$ cat config.mk
export PLATFORM = sky130hd
export DESIGN_NAME = fir_coeff_sender
export DESIGN_NICKNAME = d
export VERILOG_FILES = /design/src/rtl/fir_coeff_sender.sv
export SDC_FILE = /design/constraint.sdc
export NUM_CORES = 1
export LEC_CHECK = 0
export CORE_MARGIN = 5
export CORE_UTILIZATION = 57
export CTS_CLUSTER_DIAMETER = 60
export CTS_CLUSTER_SIZE = 40
export DETAILED_ROUTE_END_ITERATION = 12
export PLACE_DENSITY = 0.84
export SYNTH_ARGS = -nofsm -noshare
export SYNTH_HDL_FRONTEND = slang
export SYNTH_SLANG_ARGS = --single-unit
export TNS_END_PERCENT = 1
$ cat constraint.sdc
create_clock -name clk -period 2.6 [get_ports clk]
set_input_delay 0.52 -clock clk [delete_from_list [all_inputs] [get_ports clk]]
set_output_delay 0.52 -clock clk [all_outputs]
set_load 0.02 [all_outputs]
$ cat src/rtl/fir_coeff_sender.sv
// fir_coeff_sender: front-end driver for the adaptive-coefficient FIR.
// Forwards an upstream sample stream to the FIR and, on request, pauses the
// stream to serialise a new coefficient set (s_set_coeffs=1, tvalid=0, one
// coefficient per cycle, index 0 first), followed by a guard phase.
// Optional feature macro: FIR_SENDER_ZERO_FLUSH_EN -- after the guard phase,
// inject FLUSH_LEN zero samples to clear the FIR delay line before streaming.
module fir_coeff_sender #(
  parameter int DATA_W     = 8,
  parameter int NUM_COEFFS = 3,
  parameter int GAP_CYCLES = 2,
  parameter int FLUSH_LEN  = 8
) (
  input  logic                         clk,
  input  logic                         reset,
  input  logic [DATA_W-1:0]            in_data,
  input  logic                         in_valid,
  output logic                         in_ready,
  input  logic [DATA_W*NUM_COEFFS-1:0] coef_in,
  input  logic                         load_req,
  output logic                         busy,
  output logic                         load_done,
  output logic [DATA_W-1:0]            x_n,
  output logic                         s_axis_fir_tvalid,
  output logic                         s_set_coeffs
);

  localparam int IDX_W = (NUM_COEFFS > 1) ? $clog2(NUM_COEFFS) : 1;
  localparam int GAP_W = (GAP_CYCLES > 1) ? $clog2(GAP_CYCLES) : 1;
  localparam logic [IDX_W-1:0] IDX_LAST = IDX_W'(NUM_COEFFS - 1);
  localparam logic [IDX_W-1:0] IDX_ONE  = IDX_W'(1);
  localparam logic [GAP_W-1:0] GAP_LAST = GAP_W'(GAP_CYCLES - 1);
  localparam logic [GAP_W-1:0] GAP_ONE  = GAP_W'(1);
`ifdef FIR_SENDER_ZERO_FLUSH_EN
  localparam int FL_W = (FLUSH_LEN > 1) ? $clog2(FLUSH_LEN) : 1;
  localparam logic [FL_W-1:0] FL_LAST = FL_W'(FLUSH_LEN - 1);
  localparam logic [FL_W-1:0] FL_ONE  = FL_W'(1);
`endif

  typedef enum logic [1:0] {
    ST_STREAM = 2'd0,
    ST_LOAD   = 2'd1,
`ifdef FIR_SENDER_ZERO_FLUSH_EN
    ST_GAP    = 2'd2,
    ST_FLUSH  = 2'd3
`else
    ST_GAP    = 2'd2
`endif
  } state_t;

  state_t                  state_r, state_nxt;
  logic [IDX_W-1:0]        idx_r, idx_nxt;
  logic [GAP_W-1:0]        gap_cnt_r, gap_cnt_nxt;
`ifdef FIR_SENDER_ZERO_FLUSH_EN
  logic [FL_W-1:0]         flush_cnt_r, flush_cnt_nxt;
`endif
  logic [DATA_W-1:0]       shadow_r [NUM_COEFFS];
  logic [DATA_W-1:0]       shadow_nxt [NUM_COEFFS];
  logic [DATA_W-1:0]       pend_shadow_r [NUM_COEFFS];
  logic [DATA_W-1:0]       pend_shadow_nxt [NUM_COEFFS];
  logic                    pending_r, pending_nxt;
  logic [DATA_W-1:0]       x_n_r, x_n_nxt;
  logic                    tvalid_r, tvalid_nxt;
  logic                    set_coeffs_r, set_coeffs_nxt;
  logic                    busy_r, busy_nxt;
  logic                    load_done_r, load_done_nxt;

  // Upstream handshake: samples are accepted only while streaming.
  assign in_ready          = (state_r == ST_STREAM);
  assign busy              = busy_r;
  assign load_done         = load_done_r;
  assign x_n               = x_n_r;
  assign s_axis_fir_tvalid = tvalid_r;
  assign s_set_coeffs      = set_coeffs_r;

  // Next-state and next-output computation for the sender FSM.
  always_comb begin
    state_nxt      = state_r;
    idx_nxt        = idx_r;
    gap_cnt_nxt    = gap_cnt_r;
`ifdef FIR_SENDER_ZERO_FLUSH_EN
    flush_cnt_nxt  = flush_cnt_r;
`endif
    shadow_nxt      = shadow_r;
    pend_shadow_nxt = pend_shadow_r;
    pending_nxt    = pending_r;
    x_n_nxt        = x_n_r;
    tvalid_nxt     = 1'b0;
    set_coeffs_nxt = 1'b0;
    load_done_nxt  = 1'b0;

    case (state_r)
      ST_STREAM: begin
        // The sample presented this cycle is forwarded even if a load starts.
        if (in_valid) begin
          x_n_nxt = in_data;
        end else begin
          x_n_nxt = x_n_r;
        end
        tvalid_nxt = in_valid;
        if (load_req) begin
          // A fresh request supersedes any older pending set.
          for (int k = 0; k < NUM_COEFFS; k++) begin
            shadow_nxt[k] = coef_in[k*DATA_W +: DATA_W];
          end
          pending_nxt = 1'b0;
          idx_nxt     = '0;
          state_nxt   = ST_LOAD;
        end else if (pending_r) begin
          shadow_nxt  = pend_shadow_r;
          pending_nxt = 1'b0;
          idx_nxt     = '0;
          state_nxt   = ST_LOAD;
        end else begin
          state_nxt = ST_STREAM;
        end
      end
      ST_LOAD: begin
        x_n_nxt        = shadow_r[idx_r];
        set_coeffs_nxt = 1'b1;
        if (idx_r == IDX_LAST) begin
          idx_nxt     = '0;
          gap_cnt_nxt = '0;
          state_nxt   = ST_GAP;
        end else begin
          idx_nxt = idx_r + IDX_ONE;
        end
      end
      ST_GAP: begin
        x_n_nxt = '0;
        if (gap_cnt_r == GAP_LAST) begin
          gap_cnt_nxt = '0;
`ifdef FIR_SENDER_ZERO_FLUSH_EN
          flush_cnt_nxt = '0;
          state_nxt     = ST_FLUSH;
`else
          load_done_nxt = 1'b1;
          state_nxt     = ST_STREAM;
`endif
        end else begin
          gap_cnt_nxt = gap_cnt_r + GAP_ONE;
        end
      end
`ifdef FIR_SENDER_ZERO_FLUSH_EN
      ST_FLUSH: begin
        x_n_nxt    = '0;
        tvalid_nxt = 1'b1;
        if (flush_cnt_r == FL_LAST) begin
          flush_cnt_nxt = '0;
          load_done_nxt = 1'b1;
          state_nxt     = ST_STREAM;
        end else begin
          flush_cnt_nxt = flush_cnt_r + FL_ONE;
        end
      end
`endif
      default: begin
        x_n_nxt   = '0;
        state_nxt = ST_STREAM;
      end
    endcase

    // Requests arriving mid-load are parked; the latest one wins.
    if (load_req && (state_r != ST_STREAM)) begin
      pending_nxt = 1'b1;
      for (int k = 0; k < NUM_COEFFS; k++) begin
        pend_shadow_nxt[k] = coef_in[k*DATA_W +: DATA_W];
      end
    end else begin
      pending_nxt = pending_nxt;
    end

    busy_nxt = (state_nxt != ST_STREAM) | pending_nxt;
  end

  // State, counters, shadow registers and registered FIR-side outputs.
  always_ff @(posedge clk or negedge reset) begin
    if (!reset) begin
      state_r      <= ST_STREAM;
      idx_r        <= '0;
      gap_cnt_r    <= '0;
`ifdef FIR_SENDER_ZERO_FLUSH_EN
      flush_cnt_r  <= '0;
`endif
      for (int k = 0; k < NUM_COEFFS; k++) begin
        shadow_r[k]      <= '0;
        pend_shadow_r[k] <= '0;
      end
      pending_r    <= 1'b0;
      x_n_r        <= '0;
      tvalid_r     <= 1'b0;
      set_coeffs_r <= 1'b0;
      busy_r       <= 1'b0;
      load_done_r  <= 1'b0;
    end else begin
      state_r      <= state_nxt;
      idx_r        <= idx_nxt;
      gap_cnt_r    <= gap_cnt_nxt;
`ifdef FIR_SENDER_ZERO_FLUSH_EN
      flush_cnt_r  <= flush_cnt_nxt;
`endif
      for (int k = 0; k < NUM_COEFFS; k++) begin
        shadow_r[k]      <= shadow_nxt[k];
        pend_shadow_r[k] <= pend_shadow_nxt[k];
      end
      pending_r    <= pending_nxt;
      x_n_r        <= x_n_nxt;
      tvalid_r     <= tvalid_nxt;
      set_coeffs_r <= set_coeffs_nxt;
      busy_r       <= busy_nxt;
      load_done_r  <= load_done_nxt;
    end
  end

endmodule

==> summary.md <==
| Metric | Value |
|---|---|
| Run status | finished clean |
| Routability cong. | 0.862 |
| Average instance area after synthesis | 12.0 µm² |
| Most common cell after layout, fill and taps aside | dfrtp_1 |
| CTS tree | done |
| CTS H-tree lvls | 3 |
| Minimum clock period | 2.40 ns |
| Slew @ Worst Pin | 0.557 ns |
| Clk Latency, worst-skew pair | 0.34 ns |
| VDD IR max | 0.552 mV |
| CP endpoint kind | output port |
| Cells after synthesis | 250 |
| Num CTS Buffers | 9 |
| Sw Share | 35.7% |
| Clk pwr share | 20.0% |
| Final Net Count | 334 |
| DR iter-0 viols | 237 |
| Commonest cells after routing, fill and taps aside | 66 x dfrtp_1, 47 x clkdlybuf4s50_1, 30 x mux2i_1 |
| Final setup fails | 0 |
| CP max FO | 13 |
| FP Rows | 26 |
| Post-synth cell types | 31 |
| TritonCTS Sinks | 66 |
| Share of layout cells above drive strength 1 | 9.24% |
| Power Dens Cells | 1170 mW/mm² |
| Worst path required time | 2.08 ns |
| Slew HR | 62.9% |
| Hold Fails Final Rpt | 0 |
| Worst Hold Class | in -> async |
| First-pass GRT wire length | 10700 µm |
| Placed cell area | 0.00351 mm² |
| Leakage | 1.59 nW |
| Global route total overflow | 0 |
| Vias in the first global route | 2175 |
| Final wirelength | 6390 µm |
| I/O Buffers | 48 |
| Sequential fraction of design power | 42.8% |
| Die area | 0.00680 mm² |
| Switching power | 0.00154 W |
| Critical path class | reg -> out |
| Initial antenna violation count | 0 |
| Crit path from | state_r[1] |
| Post-synthesis register bit count | 66 |
| Die X | 82.4 µm |
| R2R cell count | 4 |
| Pin count of the biggest net entering global routing | 31 |
| DRT antenna net count | 0 |
| Fin Hold WS | 0.134 ns |
| Clk slew on worst S/H paths | 0.07 ns |
| # fillers | 378 |
| Final TNS setup | 0 ns |
| Cell Area, Synth | 0.00299 mm² |
| Yosys warnings | 0 |
| Pre-Repair DR Iteration Count | 4 |
| Initial Utilization | 58.6% |
| Syn nets | 286 |
| Register area share after synthesis | 55.2% |
| Wire per inst | 17.1 µm |
| DR DRC count | 0 |
| Total GRT Usage | 21.3% |
| Upper clock frequency limit | 417 MHz |
| Pre-CTS setup slack | 0.549 ns |
| Post-CTS Setup Bufs | 0 |
| Max_cap viols | 0 |
| Design Area, Final | 0.00371 mm² |
| Area grow syn2layout | 23.9% |
| # hold bufs at CTS | 0 |
| Final cycle utilization of the critical path | 92.2% |
| Post-cts gate resize count | 0 |
| RSZ-0062 raised after global routing | false |
| DP HPWL | 4370 µm |
| Clk_skew | 0.0122 ns |
| Slew Limit Fails | 0 |
| Vias | 2116 |
| FF-to-FF setup slack | 0.74 ns |
| CTS Root Cell | clkbuf_8 |
| Core Region | 0.00511 mm² |
| Die height | 82.4 µm |
| DR vias/cell | 5.67 |
| Combinational share of power | 37.2% |
| CP Launch Type | flop |
| Final WS setup | 0.202 ns |
| IO Count | 49 |
| Clock buffer depth | 2 |
| ANT cells | 0 |
| Cell internal pwr | 0.00278 W |
| FF-to-FF End | pend_shadow_r[4] |
| Worst reg2reg startpoint | state_r[1] |
| Arrival @ worst endpoint | 1.88 ns |
==> metal layers <==
layer	vias to the layer above	routed length (µm)	global-route usage (%)	part of all wire (%)
li1	1000	-	-	-
met1	1037	2600	26.7	41
met4	0	84	7.48	1.3
met5	-	0	0	0
met2	72	3280	35.7	51
met3	7	425	5.53	6.7
==> critical path, cell delays in order, from the launching register on <==
cell and delay, ns:
dfrtp_1 0.50, or2_4 0.31, inv_2 0.12, clkdlybuf4s50_1 0.62
==> final cells by class <==
type	count	area, µm²	area share [%]
clock buffer	14	163	4.39
clock inverter	2	35.0	0.945
inverter	5	18.8	0.506
multi-input combinational	161	1210	32.7
sequential	66	1650	44.5
tap	70	87.6	2.36
timing repair buffer	55	541	14.6
==> cell usage after synthesis, drive strengths merged <==
| cell | number | share of area (%) |
|---|---|---|
| and3 | 1 | 0.21 |
| nand2b | 3 | 0.63 |
| a21o | 2 | 0.50 |
| nor2b | 1 | 0.21 |
| buf | 13 | 3.1 |
| a211oi | 4 | 1.0 |
| mux2i | 30 | 10 |
| a21oi | 1 | 0.17 |
| o21ai | 57 | 9.7 |
| nand2 | 6 | 1.0 |
| nor3 | 6 | 1.0 |
| inv | 5 | 0.63 |
| nand3 | 1 | 0.17 |
| clkbuf | 5 | 0.63 |
| a31oi | 4 | 0.84 |
| nor4b | 1 | 0.50 |
| a221oi | 4 | 1.2 |
| mux2 | 28 | 11 |
| and4bb | 1 | 0.42 |
| dfrtp | 66 | 55 |
| nand3b | 5 | 1.3 |
| or2 | 1 | 0.29 |
| or3 | 2 | 0.42 |
| nor2 | 3 | 0.46 |
==> power by group through the flow <==
| stage | combinational, W | clock [W] | sequential, W |
|---|---|---|---|
| after detailed placement | 0.00160 | 0 | 0.00186 |
| after CTS | 0.00162 | 0.000878 | 0.00185 |
| after global routing | 0.00179 | 0.000925 | 0.00191 |
| after floorplan | 0.00109 | 0 | 0.00183 |
| final | 0.00161 | 0.000865 | 0.00185 |
| after global placement | 0.00154 | 0 | 0.00182 |
==> stage by stage <==
step	cells	power [W]	utilization [%]
final	373	0.00432	72.6
after global routing	373	0.00462	72.6
after CTS	373	0.00435	72.6
after detailed placement	357	0.00346	68.7
after global placement	357	0.00336	68.7
after floorplan	250	0.00292	-
==> kinds of logic (layout without fill, tap and decap cells) <==
logic type | after synthesis | in the layout | share of synthesized area (%)
AOI/OAI and AO/OA | 72 | 72 | 13.3
DFF | 66 | 66 | 55.2
muxes | 58 | 58 | 20.6
and+or+nand+nor | 31 | 31 | 6.57
buffers and inverters | 23 | 76 | 4.31
==> how the worst max path moves through the flow <==
stage | endpoint | slack (ns)
2_1_floorplan | pend_shadow_r[10] | 1.25
3_3_place_gp | shadow_r[12] | 0.58
3_5_place_dp | shadow_r[2] | 0.55
4_1_cts | in_ready | 0.19
5_1_grt | in_ready | 0.08
6_report | in_ready | 0.20
==> flip-flops by register name, indices dropped and copies added, names as in the netlist <==
| register | flops |
|---|---|
| pend_shadow_r | 24 |
| x_n | 8 |
| pending_r | 1 |
| shadow_r | 24 |
| load_done | 1 |
| state_r | 2 |
| busy | 1 |
| s_set_coeffs | 1 |
| gap_cnt_r | 1 |
| s_axis_fir_tvalid | 1 |
| idx_r | 2 |
No activity file was read; power rests on OpenSTA's default activity.
==> variant 1: new RTL, same flow settings <==
Re-encode `state_t` (3 states) as one-hot, 3 bits wide.
--- a/src/rtl/fir_coeff_sender.sv
+++ b/src/rtl/fir_coeff_sender.sv
@@ -36,14 +36,14 @@
   localparam logic [FL_W-1:0] FL_ONE  = FL_W'(1);
 `endif
 
-  typedef enum logic [1:0] {
-    ST_STREAM = 2'd0,
-    ST_LOAD   = 2'd1,
+  typedef enum logic [2:0] {
+    ST_STREAM = 3'b001,
+    ST_LOAD   = 3'b010,
 `ifdef FIR_SENDER_ZERO_FLUSH_EN
     ST_GAP    = 2'd2,
     ST_FLUSH  = 2'd3
 `else
-    ST_GAP    = 2'd2
+    ST_GAP    = 3'b100
 `endif
   } state_t;
 
Formal check against the unedited RTL: same outputs for any inputs over 10 cycles, from zero or initial values and one cycle with reset low; not proved beyond that.
==> variant 1 against the original RTL <==
Area after synthesis shrank 1.0%. Non-clock buffer count shrank 1. Cell area decreased by 0.95%. Global-route usage is 2.4 points lower. Sequential cell count rose by 1. Routed wire length down 11%. Largest power group unchanged. Worst setup slack improved by 0.17 ns. Total power fell by 6.5%. Combinational power decreased by 9%.
==> variant 1: results (changes against the original RTL) <==
* Met1 Use GR at 0.2554 (-0.01170)
* CTS Buffer Depth at 2 (unchanged)
* Worst skew pair latency at 0.32 ns (-0.02 ns)
* Run status: completed
* Synthesized Nets at 297 (+3.8%)
* Layout cells sized above 1 at 0.08861 (-0.003802)
* Clk_skew at 0.007088 ns (-0.005090 ns)
* GP Congestion at 0.8457 (-1.8%)
* VDD IR max at 0.0005754 V (+4.3%)
* Nets at 347 (+3.9%)
* Largest net degree at the start of global routing at 50 (+61%)
* Leakage at 0.001626 uW (+2.1%)
* Ranking of synthesized cells by area: dfrtp_1 (56%), mux2i_1 (10%), mux2_1 (7.6%), o21ai_0 (5.9%), nand2_1 (3.7%)
* Clk root buf: clkbuf_8
* Max-slew headroom at 0.5324 (-0.09639)
* Unique cell type count in the Yosys netlist at 29 (-6.5%)
* WP data arrival at 1.71 ns (-0.17 ns)
* CP peak stage delay at 0.64 ns (+0.02 ns)
* CTS H-Tree Depth at 3 (unchanged)
* HPWL after detailed placement at 4.154 mm (-4.9%)
* Commonest cells post-synth: dfrtp_1 (66), o21ai_0 (35), mux2i_1 (30), nand2_1 (29), mux2_1 (20)
* Met2 usage in global routing at 0.2835 (-0.07385)
* Worst-path maximum fanout at 6 (-7)
* 1st-iter DRT viols at 160 (-32%)
* M3 GR Usage at 0.04057 (-0.01474)
* Vias in the first global route at 1986 (-8.7%)
* DR vias/cell at 5.360 (-5.5%)
[variant 1: cell count changes in the layout (fill, tap and decap cells not counted), moves of 5 or more]
cell / delta
o21ai_1: -28
o21ai_0: +8
mux2_1: -8
mux2_2: +6
nand2_1: +24
a211o_1: +6
nor2_1: +11
nand3b_1: -5
a21oi_1: +14
[variant 1: cell type report]
type,count,area (um2)
well taps,70,87.58
inverters,5,18.77
fillers,383,1403
clock buffers,16,170.2
multi-input cells,174,1185
flip-flops and latches,67,1678
repair buffers,54,533.0
[variant 1: path summary, 6_finish.rpt]
path	startpoint	to	slack [ns]
hold reg to reg	shadow_r[13]	shadow_r[13]	0.48
setup reg to reg	state_r[0]	pend_shadow_r[22]	0.72
min in group clk	shadow_r[13]	shadow_r[13]	0.48
hold / removal	reset	x_n[4]	0.24
setup / recovery	state_r[0]	in_ready	0.37
max in group asynchronous	reset	state_r[0]	1.67
[variant 1: routing by layer]
metal | routed length (um) | up-vias
li1 | - | 1017
met4 | 87 | 0
met3 | 340 | 7
met1 | 2603 | 994
met5 | 0 | -
met2 | 2655 | 51
[variant 1: cells by family (layout without fill, tap and decap cells)]
| kind of cell | count (synthesis) | after routing | synth area share |
|---|---|---|---|
| AND/OR/NAND/NOR | 57 | 57 | 0.08619 |
| flip-flops | 67 | 67 | 0.5665 |
| AO/OA/AOI/OAI | 61 | 61 | 0.1124 |
| multiplexers | 56 | 56 | 0.2003 |
| buffers and inverters | 20 | 75 | 0.03464 |
[variant 1: metrics by stage]
stage | total power (uW) | instance area, um2 | utilization | std cells
after floorplan | 2834 | 2962 | - | 261
after global routing | 4348 | 3672 | 0.7236 | 386
final | 4041 | 3672 | 0.7236 | 386
after CTS | 4075 | 3672 | 0.7236 | 386
after global placement | 3247 | 3502 | 0.6901 | 370
after detailed placement | 3325 | 3502 | 0.6901 | 370
[variant 1: where the power goes]
| part | switching [uW] | total (uW) | leakage, uW | internal (uW) |
|---|---|---|---|---|
| registers | 292 | 1830 | 0.000817 | 1540 |
| logic | 780 | 1460 | 0.000724 | 684 |
| clock network | 344 | 745 | 0.0000850 | 401 |
| total | 1420 | 4040 | 0.00163 | 2630 |
==> variant 2: new RTL, same flow settings <==
Without the edit above. Add a define of `FIR_SENDER_ZERO_FLUSH_EN`.
--- a/src/rtl/fir_coeff_sender.sv
+++ b/src/rtl/fir_coeff_sender.sv
@@ -4,6 +4,8 @@
 // coefficient per cycle, index 0 first), followed by a guard phase.
 // Optional feature macro: FIR_SENDER_ZERO_FLUSH_EN -- after the guard phase,
 // inject FLUSH_LEN zero samples to clear the FIR delay line before streaming.
+`define FIR_SENDER_ZERO_FLUSH_EN
+
 module fir_coeff_sender #(
   parameter int DATA_W     = 8,
   parameter int NUM_COEFFS = 3,
Function: changed (Yosys sat finds a counterexample within 10 cycles, from zero or initial values and one cycle with reset low).
==> variant 2 against the original RTL <==
Non-clock buffer count decreased by 1. Cell area increased by 4.6%. Count of clock-buffer cells in the layout unchanged. Area after synthesis increased by 6.2%. Synthesized cell count increased by 7.6%. Register-to-register slack got worse by 0.02 ns. Routed wire length decreased by 6.5%. Sequential cell count increased by 3. Critical path depth unchanged. Total power decreased by 2.6%. Worst setup slack got worse by 0.13 ns. Largest power group unchanged.
==> variant 2: results (changes against the original RTL) <==
* Run status: completed
* Commonest cells post-synth: dfrtp_1 (69), mux2i_1 (40), nand2_1 (37), o21ai_0 (36), mux2_2 (24)
* HPWL after detailed placement at 4.336 mm (-0.78%)
* VDD IR max at 0.0006761 V (+22%)
* Cell count of the worst reg-to-reg path at 5 (+1)
* Clk_skew at 0.006376 ns (-0.005801 ns)
* Post-synthesis compound-gate area fraction at 0.09921 (-0.03420)
* Crit. Startpoint: state_r[0]
* Leakage at 0.001715 uW (+7.7%)
* 1st-iter DRT viols at 126 (-47%)
* Met2 usage in global routing at 0.2868 (-0.07054)
* Final wirelength at 5.973 mm (-6.5%)
* GP Congestion at 0.8555 (-0.70%)
* WP data arrival at 2.00 ns (+0.12 ns)
* First-pass GRT wire length at 10.29 mm (-3.7%)
* Register area share after synthesis at 0.5433 (-0.008763)
* Max-slew headroom at 0.5665 (-0.06227)
* Layout cells sized above 1 at 0.1495 (+0.05712)
* R2r endpoint: busy
* M3 GR Usage at 0.03925 (-0.01606)
* Vias in the first global route at 2254 (+3.6%)
* Nets at 359 (+7.5%)
* Vias at 2170 (+2.6%)
* Ranking of synthesized cells by area: dfrtp_1 (54%), mux2i_1 (13%), mux2_2 (8.5%), o21ai_0 (5.7%), nand2_1 (4.4%)
* Internal at 2767 uW (-0.40%)
* Multiplexer area fraction after synthesis at 0.2146 (+0.008795)
* Unique cell type count in the Yosys netlist at 29 (-6.5%)
-- variant 2: cell types whose count changed in the layout (fill, tap and decap cells not counted), sizes merged, moves of 6 or more --
cell,delta
ha,+6
nand2,+31
nor3,-6
mux2i,+10
o21ai,-20
o2bb2ai,+8
-- variant 2: power groups by stage --
stage / Clock [uW] / Combinational [uW] / Sequential, uW
after floorplan: 0 / 1060 / 1890
after global placement: 0 / 1480 / 1880
after detailed placement: 0 / 1550 / 1910
after CTS: 806 / 1560 / 1890
after global routing: 853 / 1720 / 1960
final: 789 / 1540 / 1880
-- variant 2: cell type report --
| type | instances | area share |
|---|---|---|
| Timing Repair Buffer | 54 | 0.1375 |
| Inverter | 3 | 0.002904 |
| Sequential cell | 69 | 0.4453 |
| Tap cell | 72 | 0.02323 |
| Multi-Input combinational cell | 180 | 0.3453 |
| Clock buffer | 14 | 0.04453 |
| Clock inverter | 1 | 0.001291 |
-- variant 2: through the flow --
step | setup WS, ns | power (uW) | util | std cells | hold WS, ns
after global placement | 0.5372 | 3363 | 0.6760 | 378 | 0.4603
after CTS | 0.08344 | 4256 | 0.7085 | 393 | 0.2107
after floorplan | 0.8649 | 2948 | - | 269 | 0.2244
final | 0.07629 | 4211 | 0.7085 | 393 | 0.1980
after detailed placement | 0.4720 | 3456 | 0.6760 | 378 | 0.4694
after global routing | 0.01166 | 4525 | 0.7085 | 393 | 0.2585
-- variant 2: metal layers --
layer | vias up | share of wire | wire (um)
li1 | 1038 | - | -
met1 | 1056 | 0.43 | 2578
met2 | 63 | 0.49 | 2909
met3 | 13 | 0.055 | 327
met4 | 0 | 0.026 | 158
met5 | - | 0 | 0
-- variant 2: critical path, delay by kind of cell, from the launching register on --
family | cells | cell delay (ns)
flops | 1 | 0.41
fa+ha+maj | 1 | 0.43
buf+inv | 2 | 0.82
